[config.mk]
export PLATFORM = sky130hd
export DESIGN_NAME = tea_encrypt_core_flat
export DESIGN_NICKNAME = d
export VERILOG_FILES = /design/src/rtl/tea_pkg.sv /design/src/rtl/tea_if.sv /design/src/rtl/tea_enc_round.sv /design/src/rtl/tea_encrypt_core.sv /design/src/flat_wrapper.sv
export SDC_FILE = /design/constraint.sdc
export NUM_CORES = 1
export LEC_CHECK = 0
export CAP_MARGIN = 10
export CORE_MARGIN = 1
export CORE_UTILIZATION = 62
export DETAILED_ROUTE_END_ITERATION = 7
export GPL_ROUTABILITY_DRIVEN = 1
export PLACE_DENSITY_LB_ADDON = 0.2
export SYNTH_ARGS = -nofsm -noshare
export SYNTH_HDL_FRONTEND = slang
export SYNTH_SLANG_ARGS = --single-unit
[constraint.sdc]
create_clock -name clk -period 20.9 [get_ports clk]
set_input_delay 2.09 -clock clk [delete_from_list [all_inputs] [get_ports clk]]
set_output_delay 2.09 -clock clk [all_outputs]
set_load 0.01 [all_outputs]
[src/rtl/tea_pkg.sv]
// Shared constants and types for the TEA encryption core: block, half-word and
// key widths, the sideband width, the default key-schedule constant, and the
// controller state type.
package tea_pkg;

  localparam logic [31:0] TEA_DELTA = 32'h9E3779B9;
  localparam int BLOCK_W = 64;
  localparam int HALF_W  = 32;
  localparam int KEY_W   = 128;
  localparam int LFSR_W  = 31;

  typedef enum logic [1:0] {
    ST_IDLE = 2'd0,
    ST_RUN  = 2'd1,
    ST_DONE = 2'd2
  } tea_state_e;

endpackage

[src/rtl/tea_if.sv]
// Handshake bundle for the TEA encryption core: plaintext/key input channel,
// ciphertext output channel and the busy status flag.
// Optional feature macro: TEA_LFSR_SIDEBAND_EN adds the 31-bit LFSR sideband
// that travels alongside each block.
interface tea_if;

  logic                         in_valid;
  logic                         in_ready;
  logic [tea_pkg::BLOCK_W-1:0]  in_data;
  logic [tea_pkg::KEY_W-1:0]    key;
  logic                         out_valid;
  logic                         out_ready;
  logic [tea_pkg::BLOCK_W-1:0]  out_data;
  logic                         busy;
`ifdef TEA_LFSR_SIDEBAND_EN
  logic [tea_pkg::LFSR_W-1:0]   in_lfsr_state;
  logic [tea_pkg::LFSR_W-1:0]   out_lfsr_state;

  modport master (
    output in_valid, in_data, key, out_ready, in_lfsr_state,
    input  in_ready, out_valid, out_data, busy, out_lfsr_state
  );

  modport slave (
    input  in_valid, in_data, key, out_ready, in_lfsr_state,
    output in_ready, out_valid, out_data, busy, out_lfsr_state
  );
`else
  modport master (
    output in_valid, in_data, key, out_ready,
    input  in_ready, out_valid, out_data, busy
  );

  modport slave (
    input  in_valid, in_data, key, out_ready,
    output in_ready, out_valid, out_data, busy
  );
`endif

endinterface

[src/rtl/tea_enc_round.sv]
// One full TEA encryption cycle as pure combinational logic. v1 is mixed into
// v0 first, then the freshly updated v0 is mixed into v1. All arithmetic is
// modulo 2^32 with logical shifts.
module tea_enc_round
  import tea_pkg::*;
(
  input  logic [HALF_W-1:0] v0_i,
  input  logic [HALF_W-1:0] v1_i,
  input  logic [KEY_W-1:0]  key_i,
  input  logic [HALF_W-1:0] sum_i,
  output logic [HALF_W-1:0] v0_o,
  output logic [HALF_W-1:0] v1_o
);

  logic [HALF_W-1:0] k0, k1, k2, k3;

  assign {k0, k1, k2, k3} = key_i;

  // Feistel mixing term shared by both half-rounds; carries drop off at 32 bits.
  function automatic logic [HALF_W-1:0] mix(input logic [HALF_W-1:0] v,
                                            input logic [HALF_W-1:0] ka,
                                            input logic [HALF_W-1:0] kb,
                                            input logic [HALF_W-1:0] s);
    logic [HALF_W-1:0] t_shl, t_sum, t_shr;
    t_shl = (v << 4) + ka;
    t_sum = v + s;
    t_shr = (v >> 5) + kb;
    return t_shl ^ t_sum ^ t_shr;
  endfunction

  assign v0_o = v0_i + mix(v1_i, k0, k1, sum_i);
  assign v1_o = v1_i + mix(v0_o, k2, k3, sum_i);

endmodule

[src/rtl/tea_encrypt_core.sv]
// Iterative TEA block encryptor: accepts a 64-bit block and 128-bit key in
// IDLE, runs one full TEA cycle per clock for ROUNDS clocks, then holds the
// ciphertext in DONE until the consumer takes it.
// Optional feature macro: TEA_LFSR_SIDEBAND_EN carries a 31-bit LFSR state
// from accept to the ciphertext output unchanged.
module tea_encrypt_core
  import tea_pkg::*;
#(
  parameter int unsigned       ROUNDS = 32,
  parameter logic [HALF_W-1:0] DELTA  = TEA_DELTA
) (
  input logic  clk,
  input logic  rst,
  tea_if.slave bus_if
);

  // Seven bits covers the full legal range of 1..64 rounds.
  localparam int unsigned      CNT_W    = 7;
  localparam logic [CNT_W-1:0] LAST_RND = CNT_W'(ROUNDS - 1);

  tea_state_e        state_q, state_d;
  logic [HALF_W-1:0] v0_q, v0_d;
  logic [HALF_W-1:0] v1_q, v1_d;
  logic [HALF_W-1:0] sum_q, sum_d;
  logic [KEY_W-1:0]  key_q, key_d;
  logic [CNT_W-1:0]  cnt_q, cnt_d;
  logic [HALF_W-1:0] rnd_v0, rnd_v1;
`ifdef TEA_LFSR_SIDEBAND_EN
  logic [LFSR_W-1:0] lfsr_q, lfsr_d;
`endif

  tea_enc_round u_round (
    .v0_i  (v0_q),
    .v1_i  (v1_q),
    .key_i (key_q),
    .sum_i (sum_q),
    .v0_o  (rnd_v0),
    .v1_o  (rnd_v1)
  );

  // Next-state: capture on accept, one round per RUN cycle, release on handshake.
  always_comb begin
    state_d = state_q;
    v0_d    = v0_q;
    v1_d    = v1_q;
    sum_d   = sum_q;
    key_d   = key_q;
    cnt_d   = cnt_q;
`ifdef TEA_LFSR_SIDEBAND_EN
    lfsr_d  = lfsr_q;
`endif
    case (state_q)
      ST_IDLE: begin
        if (bus_if.in_valid) begin
          v0_d    = bus_if.in_data[BLOCK_W-1:HALF_W];
          v1_d    = bus_if.in_data[HALF_W-1:0];
          key_d   = bus_if.key;
          sum_d   = DELTA;
          cnt_d   = '0;
`ifdef TEA_LFSR_SIDEBAND_EN
          lfsr_d  = bus_if.in_lfsr_state;
`endif
          state_d = ST_RUN;
        end
      end
      ST_RUN: begin
        v0_d  = rnd_v0;
        v1_d  = rnd_v1;
        sum_d = sum_q + DELTA;
        cnt_d = cnt_q + CNT_W'(1);
        if (cnt_q == LAST_RND) begin
          state_d = ST_DONE;
        end
      end
      ST_DONE: begin
        if (bus_if.out_ready) begin
          state_d = ST_IDLE;
        end
      end
      default: state_d = ST_IDLE;
    endcase
  end

  // Control and visible datapath state; reset discards any block in flight.
  always_ff @(posedge clk) begin
    if (rst) begin
      state_q <= ST_IDLE;
      v0_q    <= '0;
      v1_q    <= '0;
      sum_q   <= '0;
      cnt_q   <= '0;
`ifdef TEA_LFSR_SIDEBAND_EN
      lfsr_q  <= '0;
`endif
    end else begin
      state_q <= state_d;
      v0_q    <= v0_d;
      v1_q    <= v1_d;
      sum_q   <= sum_d;
      cnt_q   <= cnt_d;
`ifdef TEA_LFSR_SIDEBAND_EN
      lfsr_q  <= lfsr_d;
`endif
    end
  end

  // Key register only loads on accept, so it needs no reset.
  always_ff @(posedge clk) begin
    key_q <= key_d;
  end

  assign bus_if.in_ready  = (state_q == ST_IDLE);
  assign bus_if.busy      = (state_q == ST_RUN);
  assign bus_if.out_valid = (state_q == ST_DONE);
  assign bus_if.out_data  = {v0_q, v1_q};
`ifdef TEA_LFSR_SIDEBAND_EN
  assign bus_if.out_lfsr_state = lfsr_q;
`endif

endmodule

[src/flat_wrapper.sv]
// flat-port wrapper written by rule: the top's interface ports become plain ports
module tea_encrypt_core_flat import tea_pkg::*;
#(
  parameter int unsigned       ROUNDS = 32,
  parameter logic [HALF_W-1:0] DELTA  = TEA_DELTA
)
  (clk, rst, bus_if_in_valid, bus_if_in_data, bus_if_key, bus_if_out_ready, bus_if_in_ready, bus_if_out_valid, bus_if_out_data, bus_if_busy);
  tea_if bus_if_i ();
  input logic clk;
  input logic rst;
  input wire logic [$bits(bus_if_i.in_valid)-1:0] bus_if_in_valid;
  input wire logic [$bits(bus_if_i.in_data)-1:0] bus_if_in_data;
  input wire logic [$bits(bus_if_i.key)-1:0] bus_if_key;
  input wire logic [$bits(bus_if_i.out_ready)-1:0] bus_if_out_ready;
  output wire logic [$bits(bus_if_i.in_ready)-1:0] bus_if_in_ready;
  output wire logic [$bits(bus_if_i.out_valid)-1:0] bus_if_out_valid;
  output wire logic [$bits(bus_if_i.out_data)-1:0] bus_if_out_data;
  output wire logic [$bits(bus_if_i.busy)-1:0] bus_if_busy;
  assign bus_if_i.in_valid = bus_if_in_valid;
  assign bus_if_i.in_data = bus_if_in_data;
  assign bus_if_i.key = bus_if_key;
  assign bus_if_i.out_ready = bus_if_out_ready;
  assign bus_if_in_ready = bus_if_i.in_ready;
  assign bus_if_out_valid = bus_if_i.out_valid;
  assign bus_if_out_data = bus_if_i.out_data;
  assign bus_if_busy = bus_if_i.busy;
  tea_encrypt_core #(.ROUNDS(ROUNDS), .DELTA(DELTA)) u_core (.clk(clk), .rst(rst), .bus_if(bus_if_i));
endmodule
==> summary.txt, run 1 <==
Floorplan
  – Row cnt: 65
  – Core ar.: 31900 sq um
  – Initial core utilization: 63.7%
  – Die area: 33500 sq um
  – # IOs: 263
  – Die width: 183 microns
  – DIE HEIGHT: 183 microns

Synth
  – Cells after synthesis: 2251
  – Yosys reg bits: 233
  – Top_reg_cell synth: edfxtp_1
  – Sequential area share after synthesis: 29.3%
  – Avg Synthesized Cell Area: 9.03 sq um
  – Yosys cell types: 87
  – Synthesized Nets: 2702
  – Synth Cell Area: 20300 sq um
  – Yosys warning count: 0
  – Ys async rst share: 0%
  – EDFF count, synth: 128

Layout
  – Area Growth Syn to Fin: 19.2%
  – Ant diodes: 0
  – Nets: 2951
  – Fill count: 2286
  – Most frequent cells in the layout: xnor2_1 (292), clkdlybuf4s50_1 (261), a21oi_1 (251), ha_1 (247), nand2_1 (173)
  – Finished Layout Cells: 2955
  – Ratio of cells with drive above 1 in the final layout: 3.61%
  – Most common cell after layout, fill and taps aside: xnor2_1

GRT
  – Initial antenna violation count: 0
  – Vias in the first global route: 18593
  – Total grt overflow: 0
  – GRT Overall Usage: 38.7%
  – Largest net degree at the start of global routing: 87
  – First-pass GRT wire length: 101 mm

Clocking
  – Number of gates resized after CTS: 0
  – Clock sinks: 233
  – Clock latency on the worst-skew pair: 0.58 ns
  – H-tree Lvls: 1
  – CTS Hold Bufs: 0
  – Clk buf depth: 3
  – Setup Buffers After CTS: 0
  – Reg clk slew, reported paths: 0.06 ns
  – TritonCTS Buffers: 26
  – CTS Root Cell: clkbuf_16
  – TritonCTS clock tree: yes

Detailed routing
  – Via count: 19189
  – Drt pass-1 iters: 6
  – Antenna-violating nets left: 0
  – Avg Vias per Cell: 6.49
  – WL/cell: 22.3 microns
  – DRT iter0 DRCs: 1992
  – Final wirelength: 65.9 mm
  – Drt drc: 0

Job
  – Max cap viols: 0

Placed design
  – Hpwl dp: 50.7 mm
  – Port bufs: 262
  – Pre-CTS setup slack: 10.81 ns
  – Dpl cells: 2907
  – Final GP Congestion: 0.972

Timing
  – Final sum of negative setup slack: 0 ns
  – RSZ-0062 raised after global routing: no
  – Final Hold Fails: 0
  – Worst-Margin Slew: 1.05 ns
  – Worst slew margin: 30.2%
  – Finish-stage setup viols: 0
  – Tcrit/Tclk final: 49.4%
  – Setup ws final: 10.58 ns
  – Fmax: 96.9 MHz
  – Final period demand of the worst path: 10.32 ns
  – Fin. max-slew vios: 0
  – Final clock skew: 0.0264 ns

Worst setup path
  – Worst path arrival time: 10.81 ns
  – Crit-path max FO: 6
  – Critical path's slowest cell: o41ai_1
  – Critical Path Max Stage Delay: 0.53 ns
  – Data required, critical path: 21.39 ns
  – Worst setup SP type: flop
  – Critical Path Most Common Cell: xnor2_1
  – Crit Path Category: flop to flop
  – R2R Setup Slk: 10.58 ns
  – Nature of the critical path endpoint: flop

Hold path
  – Worst Hold Class: flop to flop

Outcome
  – Status: complete, no violations
[critical path: cells and delay by family (launching register included)]
kind                     cells  cell delay [ns]
AND/OR/NAND/NOR              6             1.11
XOR/XNOR                     9             2.01
adder cells (fa/ha/maj)      5             1.85
buffers and inverters        1             0.10
AO/OA/AOI/OAI               19             4.74
flip-flops                   1             0.40
[layout make-up]
cell class	count	area (sq um)	share of cell area [%]
clock buffer	36	718	2.97
clock inverter	12	174	0.718
sequential	233	5950	24.6
multi-input combinational	1909	13900	57.5
inverter	59	226	0.935
tap	435	544	2.25
timing repair buffer	271	2690	11.1
[through the flow]
stage	utilization (%)	hold WS [ns]	area (sq um)
after floorplan	-	0.450	20300
after global placement	73.1	0.464	23300
after detailed placement	73.1	0.486	23300
after CTS	75.9	0.499	24200
after global routing	75.9	0.522	24200
final	75.9	0.505	24200
[synthesized netlist by cell type, types with 42 or more instances]
cell        n  share of area, %
nor3_1     42               1.0
nand2_1   173               3.2
edfxtp_1  128                19
xnor2_1   292                13
a22oi_1    63               2.3
xor2_1     58               2.5
a21oi_1   251               6.2
o21ai_0    91               2.2
a21o_1    113               4.2
ha_1      247                15
dfxtp_1   105                10
nor2_1    137               2.5
inv_1      58               1.1
nand3_1    43               1.1
[state kept, by name, indices dropped and copies added (netlist names)]
signal and flops:
u_core.cnt_q 7, u_core.key_q 128, u_core.state_q 2, u_core.sum_q 32, u_core.v0_q 32, u_core.v1_q 32
[kinds of logic after synthesis]
group | after synthesis | share of synthesized area [%]
flops | 233 | 29.3
compound gates | 750 | 24.2
simple gates | 547 | 12.6
fa+ha+maj | 255 | 16.0
xor+xnor | 354 | 15.5
mux | 3 | 0.148
buf+inv | 109 | 2.30
[path summary, 6_finish.rpt]
path | from | to | depth (start not counted)
worst min-delay path | u_core.sum_q[31] | u_core.sum_q[31] | 1
worst max register to register | u_core.v1_q[5] | u_core.v1_q[31] | 40
worst min register to register | u_core.sum_q[31] | u_core.sum_q[31] | 1
worst max-delay path | u_core.v1_q[5] | u_core.v1_q[31] | 40
[per-layer routing]
metal  GRT usage [%]  vias up  wire [microns]
li1                -     8828               -
met3            6.43      125            6940
met2            61.1     1027           29200
met1            54.7     9209           28100
met5               0        -               0
met4            9.97        0            1580
Power of run 1 is left out: the tool's default activity adds up to more than one toggle a clock period on the data nets, which glitch-free logic cannot reach.
==> run 2: changes to the inputs <==
--- a/config.mk
+++ b/config.mk
@@ -7,7 +7,7 @@
 export LEC_CHECK = 0
 export CAP_MARGIN = 10
 export CORE_MARGIN = 1
-export CORE_UTILIZATION = 62
+export CORE_UTILIZATION = 52
 export DETAILED_ROUTE_END_ITERATION = 7
 export GPL_ROUTABILITY_DRIVEN = 1
 export PLACE_DENSITY_LB_ADDON = 0.2
==> constraint.sdc (replaced) <==
create_clock -name clk -period 8.8 [get_ports clk]
set_input_delay 0.88 -clock clk [delete_from_list [all_inputs] [get_ports clk]]
set_output_delay 0.88 -clock clk [all_outputs]
set_load 0.01 [all_outputs]
==> run 2 against run 1 <==
  * The flow now finishes with violations (negative setup slack)
  * Wire length up 7.8%
  * Clock skew down 0.0057 ns
  * Worst hold slack worse by 0.025 ns
  * Sequential share of layout area down 3.1 points
  * Via count up 5.4%
  * Highest routed layer unchanged
==> summary.txt, run 2 (synthesized netlist as in run 1, its figures left out) <==
GRT
  – Initial antenna violation count: 0 (unchanged)
  – GRT Overall Usage: 34.8% (-3.8 points)
  – First-pass GRT wire length: 107 mm (+6.0%)
  – Largest net degree at the start of global routing: 71 (-18%)
  – Total grt overflow: 0 (unchanged)
  – Vias in the first global route: 19519 (+5.0%)

Clocking
  – Reg clk slew, reported paths: 0.06 ns (about the same)
  – H-tree Lvls: 1 (unchanged)
  – Clk buf depth: 3 (unchanged)
  – CTS Root Cell: clkbuf_16
  – Clock sinks: 233 (unchanged)
  – TritonCTS Buffers: 27 (+3.8%)
  – CTS Hold Bufs: 0 (unchanged)
  – TritonCTS clock tree: yes
  – Clock latency on the worst-skew pair: 0.58 ns (about the same)

Job
  – Max cap viols: 0 (unchanged)

Layout
  – Fin util: 71.9% (-4.0 points)
  – Most flops, register: u_core.key_q
  – Most frequent cells in the layout: buf_4 (382), xnor2_1 (275), clkdlybuf4s50_1 (261), ha_1 (240), a21oi_1 (229)
  – Max FFs per register: 128 (unchanged)
  – Nets: 3324 (+13%)
  – Ant diodes: 0 (unchanged)
  – Finished Layout Cells: 3412 (+15%)
  – Area Growth Syn to Fin: 36.5%
  – Most common cell after layout, fill and taps aside: buf_4
  – Ratio of cells with drive above 1 in the final layout: 19.6% (+16 points)

Worst setup path
  – Worst path arrival time: 9.64 ns (-1.17 ns)
  – Critical Path Most Common Cell: a21o_1
  – Nature of the critical path endpoint: flop
  – Critical Path Max Stage Delay: 0.49 ns (-0.04 ns)
  – Crit Path Category: flop to flop
  – Crit-path max FO: 6 (unchanged)
  – Critical path's slowest cell: o41a_1
  – Worst setup SP type: flop
  – Data required, critical path: 9.29 ns (-12.10 ns)

Placed design
  – Final GP Congestion: 0.958 (-1.5%)
  – Hpwl dp: 56.2 mm (+11%)
  – Dpl cells: 3344 (+15%)
  – Port bufs: 262 (unchanged)

Timing
  – Worst slew margin: 35.0% (+4.8 points)
  – Final sum of negative setup slack: -0.363 ns (-0.363 ns)
  – Hold Slack: 0.480 ns (-0.0254 ns)
  – Fin. max-slew vios: 0 (unchanged)
  – Final period demand of the worst path: 9.15 ns (-1.17 ns)
  – Worst-Margin Slew: 0.972 ns (-0.0750 ns)
  – RSZ-0062 raised after global routing: yes
  – Setup ws final: -0.352 ns (-10.93 ns)
  – Fmax: 109 MHz (+13%)
  – Final clock skew: 0.0207 ns (-0.00567 ns)
  – Finish-stage setup viols: 2 (+2)
  – Tcrit/Tclk final: 104% (+55 points)
  – Final Hold Fails: 0 (unchanged)

Hold path
  – Worst Hold Class: flop to flop

Floorplan
  – Row cnt: 72 (+11%)
  – DIE HEIGHT: 200 microns (+9.1%)
  – Die width: 200 microns (+9.1%)
  – # IOs: 263 (unchanged)
  – Core ar.: 38600 sq um (+21%)
  – Die area: 39900 sq um (+19%)
  – Initial core utilization: 52.7% (-11 points)

Detailed routing
  – Drt pass-1 iters: 6 (unchanged)
  – Drt drc: 0 (unchanged)
  – DRT iter0 DRCs: 1827 (-8.3%)
  – Antenna-violating nets left: 0 (unchanged)
  – Avg Vias per Cell: 5.93 (-8.7%)
  – WL/cell: 20.8 microns (-6.7%)
  – Via count: 20221 (+5.4%)
  – Final wirelength: 71.0 mm (+7.8%)

Outcome
  – Status: complete, but fails checks
  – Failing checks: negative setup slack
run 2: layer usage:
| metal | vias to the layer above | GRT usage [%] | share of wire [%] | wire length (microns) |
|---|---|---|---|---|
| met5 | - | 0 | 0 | 0 |
| met4 | 0 | 8.93 | 2.7 | 1940 |
| met3 | 126 | 3.75 | 9.1 | 6460 |
| met2 | 911 | 54.1 | 43 | 30600 |
| met1 | 9624 | 51.0 | 45 | 32000 |
| li1 | 9560 | - | - | - |
run 2: layout make-up:
cell class	instances	area, sq um
repair buffers	643	5480
multi-input cells	1909	14500
clock inverters	10	136
fillers	3031	10800
clock buffers	40	779
inverters	59	226
flip-flops and latches	233	5950
well taps	518	648
run 2: critical path: cells and delay by family, from the launching register on:
| family | cells | cell delay [ns] |
|---|---|---|
| AND/OR/NAND/NOR | 7 | 1.27 |
| adder cells (fa/ha/maj) | 5 | 1.44 |
| XOR/XNOR | 8 | 1.47 |
| flip-flops | 1 | 0.38 |
| AO/OA/AOI/OAI | 22 | 4.25 |
| buffers and inverters | 1 | 0.21 |
run 2: worst paths after layout:
| check | slack [ns] | cells after the start | to | start |
|---|---|---|---|---|
| worst min-delay path | 0.48 | 2 | u_core.v0_q[2] | u_core.v0_q[2] |
| worst max-delay path | -0.35 | 43 | u_core.v1_q[31] | u_core.key_q[64] |
| worst min register to register | 0.48 | 2 | u_core.v0_q[2] | u_core.v0_q[2] |
| worst max register to register | -0.35 | 43 | u_core.v1_q[31] | u_core.key_q[64] |
run 2: per-stage QoR:
stage | setup WS, ns | cell area [sq um]
after floorplan | 0.00350 | 20300
after global placement | -0.447 | 26100
after detailed placement | -0.667 | 26100
after CTS | -0.195 | 27200
after global routing | -0.686 | 27700
final | -0.352 | 27700
run 2: repair_timing:
item	CTS	global route
gates resized for setup	38	86
pin swaps	38	63
endpoints found under the setup margin	6	13
buffers inserted	7	11
hold endpoints to repair	0	0
Power of run 2 is left out for the same reason.
